File: src/rtl/mem_port_arbiter.sv
// Arbitrates the shared 128-word data memory between fetch and load/store requesters.
// One access per IDLE->ACCESS->RESP pass; rejected accesses skip the memory cycle.
module mem_port_arbiter #(
   parameter int          ADDR_W       = 64,
   parameter int          DATA_W       = 64,
   parameter int unsigned MAX_ADDR     = 1016,
   parameter int          STARVE_LIMIT = 4
) (
   input  logic              clock_i,
   input  logic              reset_i,
   input  logic              f_req_i,
   input  logic [ADDR_W-1:0] f_addr_i,
   output logic              f_ack_o,
   output logic [DATA_W-1:0] f_data_o,
   output logic              f_err_o,
   input  logic              d_req_i,
   input  logic              d_we_i,
   input  logic [ADDR_W-1:0] d_addr_i,
   input  logic [DATA_W-1:0] d_wdata_i,
   output logic              d_ack_o,
   output logic [DATA_W-1:0] d_rdata_o,
   output logic              d_err_o,
   output logic [ADDR_W-1:0] mem_addr_o,
   output logic [DATA_W-1:0] mem_wdata_o,
   output logic              mem_read_o,
   output logic              mem_write_o,
   input  logic [DATA_W-1:0] mem_rdata_i,
   output logic              busy_o,
   output logic              fault_o
);

   typedef enum logic [1:0] {IDLE, ACCESS, RESP} state_e;

   typedef struct packed {
      logic [ADDR_W-1:0] addr;
      logic [DATA_W-1:0] wdata;
      logic              we;
      logic              own_d;
      logic              err;
   } req_t;

   localparam logic [3:0] LIMIT = 4'(STARVE_LIMIT);

   state_e            state_q, state_d;
   req_t              req_q, req_d;
   logic [3:0]        starve_q, starve_d;
   logic              fault_q, fault_d;
   logic [DATA_W-1:0] f_data_q, f_data_d;
   logic [DATA_W-1:0] d_rdata_q, d_rdata_d;
   logic              gnt_d;

   always_ff @(posedge clock_i) begin
      if (!reset_i) begin
         state_q   <= IDLE;
         req_q     <= '0;
         starve_q  <= '0;
         fault_q   <= 1'b0;
         f_data_q  <= '0;
         d_rdata_q <= '0;
      end else begin
         state_q   <= state_d;
         req_q     <= req_d;
         starve_q  <= starve_d;
         fault_q   <= fault_d;
         f_data_q  <= f_data_d;
         d_rdata_q <= d_rdata_d;
      end
   end

   always_comb begin
      state_d   = state_q;
      req_d     = req_q;
      starve_d  = starve_q;
      fault_d   = fault_q;
      f_data_d  = f_data_q;
      d_rdata_d = d_rdata_q;
      gnt_d     = 1'b0;
      case (state_q)
         IDLE: begin
            if (!f_req_i)
               starve_d = '0;
            if (f_req_i || d_req_i) begin
               // Data wins unless fetch has already been passed over LIMIT times.
               gnt_d       = d_req_i && !(f_req_i && starve_q == LIMIT);
               req_d.own_d = gnt_d;
               req_d.addr  = gnt_d ? d_addr_i : f_addr_i;
               req_d.we    = gnt_d && d_we_i;
               if (gnt_d)
                  req_d.wdata = d_wdata_i;
               req_d.err = (req_d.addr > ADDR_W'(MAX_ADDR)) || (req_d.addr[2:0] != 3'b000);
               if (!gnt_d)
                  starve_d = '0;
               else if (f_req_i && starve_q != LIMIT)
                  starve_d = starve_q + 4'd1;
               if (req_d.err) begin
                  state_d = RESP;
                  fault_d = 1'b1;
                  if (gnt_d)
                     d_rdata_d = '0;
                  else
                     f_data_d = '0;
               end else begin
                  state_d = ACCESS;
               end
            end
         end
         ACCESS: begin
            state_d = RESP;
            if (req_q.own_d)
               d_rdata_d = req_q.we ? '0 : mem_rdata_i;
            else
               f_data_d = mem_rdata_i;
         end
         RESP:    state_d = IDLE;
         default: state_d = IDLE;
      endcase
   end

   // Enables and acks decode the state register so a cycle in flight finishes under reset.
   assign busy_o      = (state_q != IDLE);
   assign mem_read_o  = (state_q == ACCESS) && !req_q.we;
   assign mem_write_o = (state_q == ACCESS) && req_q.we;
   assign mem_addr_o  = req_q.addr;
   assign mem_wdata_o = req_q.wdata;
   assign f_ack_o     = (state_q == RESP) && !req_q.own_d;
   assign d_ack_o     = (state_q == RESP) && req_q.own_d;
   assign f_err_o     = f_ack_o && req_q.err;
   assign d_err_o     = d_ack_o && req_q.err;
   assign f_data_o    = f_data_q;
   assign d_rdata_o   = d_rdata_q;
   assign fault_o     = fault_q;

endmodule

File: config.mk
export PLATFORM = sky130hd
export DESIGN_NAME = mem_port_arbiter
export DESIGN_NICKNAME = d
export VERILOG_FILES = /design/src/rtl/mem_port_arbiter.sv
export SDC_FILE = /design/constraint.sdc
export NUM_CORES = 1
export LEC_CHECK = 0
export CORE_AREA = 4 4 204 206
export DETAILED_ROUTE_END_ITERATION = 10
export DIE_AREA = 0 0 208 210
export DONT_BUFFER_PORTS = 1
export HOLD_SLACK_MARGIN = 0.15
export PLACE_DENSITY = 0.53
export SLEW_MARGIN = 15
export SYNTH_ARGS = -nofsm -noshare
export SYNTH_HDL_FRONTEND = slang
export SYNTH_SLANG_ARGS = --single-unit
export TNS_END_PERCENT = 10
File: constraint.sdc
create_clock -name clock_i -period 2.5 [get_ports clock_i]
set_input_delay 0.5 -clock clock_i [delete_from_list [all_inputs] [get_ports clock_i]]
set_output_delay 0.5 -clock clock_i [all_outputs]
set_load 0.05 [all_outputs]
# After elaboration in Yosys (flattened, before gate mapping)

Index checks and enable logic that the tools add are counted.

Flip-flop bits (word level): 266
Input port bits: 261
Output and inout port bits: 264
Word-level logic and storage cells: 65

$add $sub $neg: 1
Order comparisons: 1
Equal/unequal tests: 10
Mux-type cells: 19
Reduce and logical (&&, ||, !) cells: 24

Operators by type and width:

| cell                                                                    | number |
|---|---|
| 64-bit two-way mux                                                      | 10 |
| 64-bit one-hot mux with 2 select lines                                  | 2 |
| 64-bit by 10-bit > comparator with 1-bit output (second input constant) | 1 |
| 4-bit two-way mux                                                       | 4 |
| 2-bit != test (second input constant)                                   | 6 |
| 1-bit logical AND                                                       | 10 |
| 5-bit AND reduction                                                     | 2 |
| 3-bit AND reduction                                                     | 2 |
| 4-bit by 1-bit adder with 4-bit output (second input constant)          | 1 |
| 4-bit by 3-bit == test with 1-bit output (second input constant)        | 1 |
| 2-bit two-way mux                                                       | 2 |
| 4-bit by 3-bit != test with 1-bit output (second input constant)        | 1 |
| 2-bit one-hot mux with 2 select lines                                   | 1 |
| 2-bit nonzero test                                                      | 2 |
| 1-bit zero test                                                         | 3 |
| 3-bit nonzero test                                                      | 1 |
| 2-bit by 1-bit == test with 1-bit output (second input constant)        | 1 |
| 2-bit == test (second input constant)                                   | 1 |
| 2-bit zero test                                                         | 1 |
| 1-bit logical OR                                                        | 2 |
| 2-bit AND reduction                                                     | 1 |

# Depth between registers and ports, before layout

Depth after elaboration: 10
Gate-level depth with buffers: 9
Depth with buffers taken out: 7

# Worst setup path after synthesis

No wires, ideal clock.

Kind: register to output
From: register state_q[0]
To: output port f_err_o
Arrival time: 1846 ps
Required time: 2000 ps
Slack: 154 ps
Stages on the path, launching flop included: 5
Path buffers: 1
Cells stage by stage: dfxtp_1 -> buf_2 -> nor2b_1 -> nor2b_1 -> and2_1

Longest elaborated chain between the ends: 3

Ends and longest elaborated chain:

| what                   | line | RTL |
|---|---|---|
| from (decl)            | 44   | `state_e state_q, state_d;` |
| from (signal assigned) | 61   | `state_q <= state_d;` |
| 2-bit == test          | 125  | `assign f_ack_o = (state_q == RESP) && !req_q.own_d;` |
| 1-bit logical AND      | 125  |  |
| named net f_ack_o      | 13   | `output logic f_ack_o,` |
| 1-bit logical AND      | 127  | `assign f_err_o = f_ack_o && req_q.err;` |
| to (decl)              | 15   | `output logic f_err_o,` |

The timed path passes the listed nets, and every way through them passes these cells.

# Worst setup path after layout

From: register starve_q[0]
To: register req_q[0] (netlist name)

Longest elaborated chain between the ends: 7
Elaborated cells on any way between the ends: 8
Classes of those cells: 1 x order compare; 1 x eq/ne; 1 x mux; 5 x reduce/logical

Ends and longest elaborated chain:

| what                                                                                         | line | RTL |
|---|---|---|
| from (decl)                                                                                  | 46   | `logic [3:0] starve_q, starve_d;` |
| from (signal assigned)                                                                       | 63   | `starve_q <= starve_d;` |
| 4-bit by 3-bit == test with 1-bit output (*)                                                 | 84   | `gnt_d = d_req_i && !(f_req_i && starve_q == LIMIT);` |
| 1-bit logical AND (*)                                                                        | 84   |  |
| 1-bit zero test (*)                                                                          | 84   |  |
| 1-bit logical AND (*)                                                                        | 84   |  |
| 64-bit two-way mux (*)                                                                       | 86   | `req_d.addr = gnt_d ? d_addr_i : f_addr_i;` |
| 64-bit by 10-bit > comparator with 1-bit output / 3-bit nonzero test (equally long branches) | 90   | `req_d.err = (req_d.addr > ADDR_W'(MAX_ADDR)) \|\| (req_d.addr[2:0] != 3'b000);` |
| 1-bit logical OR (*)                                                                         | 90   |  |
| to (signal assigned)                                                                         | 62   | `req_q <= req_d;` |
| to (decl)                                                                                    | 45   | `req_t req_q, req_d;` |

Every way passes the cells marked *; elsewhere a longest branch is shown, timed or not.
A chain may end at the register's enable or synchronous reset.

==> flow_summary.json <==
{
  "vias_per_cell": 5.32,
  "worstPathArrival_ns": 2.91,
  "peakVddDrop_uv": 505,
  "hpwl_um": 29000,
  "grt_pass1_wl_um": 65300,
  "synth_cell_types": 37,
  "rsz0062_at_grt": "true",
  "post-place-cells": 1695,
  "synth_edf_count": 0,
  "yosysMostFrequentCell": "dfxtp_1",
  "drive_gt1_share_pct": 8.19,
  "dr.pass1.iters": 6,
  "synthCells": 1378,
  "dieArea_um2": 43700,
  "cts_tree": "done",
  "clock_latency_ns": 0.57,
  "fin_crit_ns": 2.40,
  "multi_input_area_um2": 5640,
  "core-area_um2": 39600,
  "synth-seq-area-share_pct": 43.0,
  "tightest_slew_ns": 0.861,
  "status": "complete, no violations",
  "fin_skew_ns": 0.0117,
  "grtUsageTotal_pct": 18.5,
  "synth_warnings": 0,
  "synth_top_area_cell": "dfxtp_1",
  "r2r-start": "starve_q[0]$_SDFFE_PN0P_",
  "htreeDepth": 1,
  "avgSynthCellArea_um2": 8.98,
  "min_period_over_period_pct": 96.1,
  "gp_congestion": 0.895,
  "pwr-share-seq_pct": 47.1,
  "finalNonFillerCells": 1942,
  "initial_core_util_pct": 31.2,
  "num_rows": 73,
  "gr-total-overflow": 0,
  "nets": 1656,
  "die_h_um": 210,
  "fmax_ghz": 0.416,
  "p_leak_nw": 6.18,
  "num_io_pins": 525,
  "cts_sinks": 266,
  "synth_area_um2": 12400,
  "async_flop_share_pct": 0,
  "setup_viol": 0,
  "nFillCells": 3961,
  "cp_max_fo": 32,
  "p_clk_share_pct": 42.7,
  "p_sw_mw": 3.13,
  "synthTopCellsByArea": "dfxtp_1, mux2i_1, buf_4",
  "crit_family": "buffers and inverters",
  "hp-class": "primary input to register",
  "slowest_delay_ns": 0.53,
  "crit_required_ns": 3.01,
  "die_x_um": 208,
  "drt.antenna.violating_nets": 0,
  "cp-startpoint": "starve_q[0]$_SDFFE_PN0P_",
  "cts_buffer_depth": 3,
  "grt_max_degree": 135,
  "finalWirelength_um": 43600,
  "grt_pass1_vias": 10494,
  "internal_power_mw": 7.73,
  "fin_tns_setup_ns": 0,
  "avgRoutedWirePerCell_um": 22.5,
  "cts.clk_slew.worst_paths_ns": 0.06,
  "n_antenna_cell": 0,
  "numCtsBuffers": 31,
  "crit_path_end_kind": "register",
  "synth-seq-cells": 266,
  "max_slew_margin_pct": 42.6,
  "hold_viol": 0,
  "dr_total_vias": 10340,
  "syn_to_final_growth_pct": 22.2,
  "critical_path_class": "register to register",
  "crit_chain": "inv_1 > ha_1 > nand3b_1 > o21ai_4 > buf_12 > mux2i_4 > a31o_2 > dlygate4sd3_1",
  "swShare_pct": 28.8,
  "p_per_area_nw_per_um2": 718,
  "detail_route.drc_violations": 0,
  "synth_top_area_share_pct": 43.0,
  "synthesis.nets": 1641,
  "clock-root-buffer": "clkbuf_16",
  "ff_latch_area_um2": 5330,
  "pwr-share-comb_pct": 10.3,
  "portBuffers": 0,
  "drt_iter0_markers": 796,
  "cp-start-kind": "register",
  "r2r_setup_slack_ns": 0.1,
  "slew_violations": 0,
  "synth_commonest_cells": "dfxtp_1, nand2_1, buf_4, mux2i_1, clkbuf_1",
  "antenna_found_initial": 0,
  "path_buf_inv": 3,
  "hold_start": "d_addr_i[7]",
  "drv_cap": 0,
  "crit_path_top_delay_cell": "dlygate4sd3_1",
  "ys.flop_type": "dfxtp_1"
}
-- per-layer routing --
metal | track usage (%) | vias up | routed length [um]
met3 | 5.24 | 59 | 3730
met1 | 21.6 | 5006 | 16900
met5 | 0 | - | 0
li1 | - | 4792 | -
met2 | 33.2 | 483 | 22000
met4 | 5.39 | 0 | 1030
-- path summary, 6_finish.rpt --
| kind | end | cells after the start |
|---|---|---|
| max | req_q[0]$_SDFFE_PN0P_ | 8 |
| min | mem_addr_o[7]$_SDFFE_PN0P_ | 3 |
| max reg2reg | req_q[0]$_SDFFE_PN0P_ | 8 |
| min reg2reg | starve_q[3]$_SDFFE_PN0P_ | 2 |
-- final cells by class --
| type | instances | share of cell area, % |
|---|---|---|
| flip-flops and latches | 266 | 35.2 |
| multi-input cells | 858 | 37.3 |
| clock inverters | 13 | 1.03 |
| well taps | 525 | 4.34 |
| clock buffers | 44 | 5.91 |
| repair buffers | 231 | 16.1 |
| inverters | 5 | 0.124 |
-- cell families (layout without fill, tap and decap cells) --
| family | after synthesis | in the layout | synth area share (%) |
|---|---|---|---|
| buf+inv | 254 | 293 | 12.3 |
| flops | 266 | 266 | 43.0 |
| fa+ha+maj | 2 | 2 | 0.202 |
| mux | 129 | 129 | 10.4 |
| simple gates | 390 | 390 | 13.6 |
| compound gates | 334 | 334 | 20.2 |
| xor+xnor | 3 | 3 | 0.212 |
-- worst min-delay path, delay by kind of cell --
family	cells	cell delay (ns)
AOI/OAI and AO/OA	1	0.13
and+or+nand+nor	1	0.06
muxes	1	0.04
-- sequential cells by signal (all words and copies together) (netlist names) --
name / cells
d_rdata_o: 64
f_data_o: 64
mem_addr_o: 64
mem_wdata_o: 64
starve_q: 4
req_q: 3
state_q: 2
fault_o: 1
-- power groups by stage --
| stage | logic (mW) | registers (mW) | clock network, mW |
|---|---|---|---|
| 3_3_place_gp | 0.760 | 5.21 | 0 |
| 3_5_place_dp | 0.773 | 5.21 | 0 |
| 4_1_cts | 1.11 | 5.12 | 4.76 |
| 2_1_floorplan | 1.44 | 4.57 | 0 |
| 6_report | 1.11 | 5.11 | 4.63 |
| 5_1_grt | 1.21 | 5.13 | 4.93 |
-- placed cells by master, fill, tap and decap left out, types with 2 or more instances in the layout --
cell / Yosys / final
a22oi_1: 65 / 65
bufinv_16: 0 / 3
buf_4: 135 / 26
buf_12: 0 / 17
xor2_1: 2 / 2
nand2_1: 261 / 261
a21oi_1: 64 / 64
inv_1: 5 / 5
nor4_2: 1 / 4
inv_6: 0 / 2
a21boi_0: 51 / 51
mux2i_1: 129 / 127
nor3_1: 2 / 2
nor2b_1: 4 / 4
dlygate4sd3_1: 0 / 187
clkbuf_8: 0 / 7
clkinvlp_4: 0 / 2
nand3_1: 67 / 67
a211oi_1: 64 / 64
o21ai_4: 0 / 2
ha_1: 2 / 2
dfxtp_1: 266 / 263
and3_1: 3 / 3
dfxtp_2: 0 / 3
nor2_1: 11 / 8
nand4_1: 7 / 7
o211a_1: 64 / 64
a31o_2: 2 / 2
clkinv_2: 0 / 5
a21boi_1: 15 / 15
and2_1: 3 / 3
clkbuf_16: 0 / 31
clkbuf_1: 85 / 6
nor4_1: 27 / 24
nor2_4: 0 / 3
-- timing repair --
action	in CTS	in global routing
endpoints found under the hold margin	263	0
setup buffers	0	0
hold buffers	190	0
setup endpoints to repair	0	18
resized for setup	0	7
-- stage by stage --
stage	util, %	hold WS (ns)	power (mW)	worst slack, ns	cell area (um2)
floorplan	-	0.435	6.01	0.154	12400
global placement	30.5	0.489	5.97	-0.134	12100
detailed placement	30.5	0.500	5.98	-0.126	12100
CTS	38.1	0.155	11.0	0.0150	15100
global route	38.2	0.180	11.3	-0.0449	15100
finish	38.2	0.193	10.9	0.0964	15100
Power figures use the tool's default switching activity.
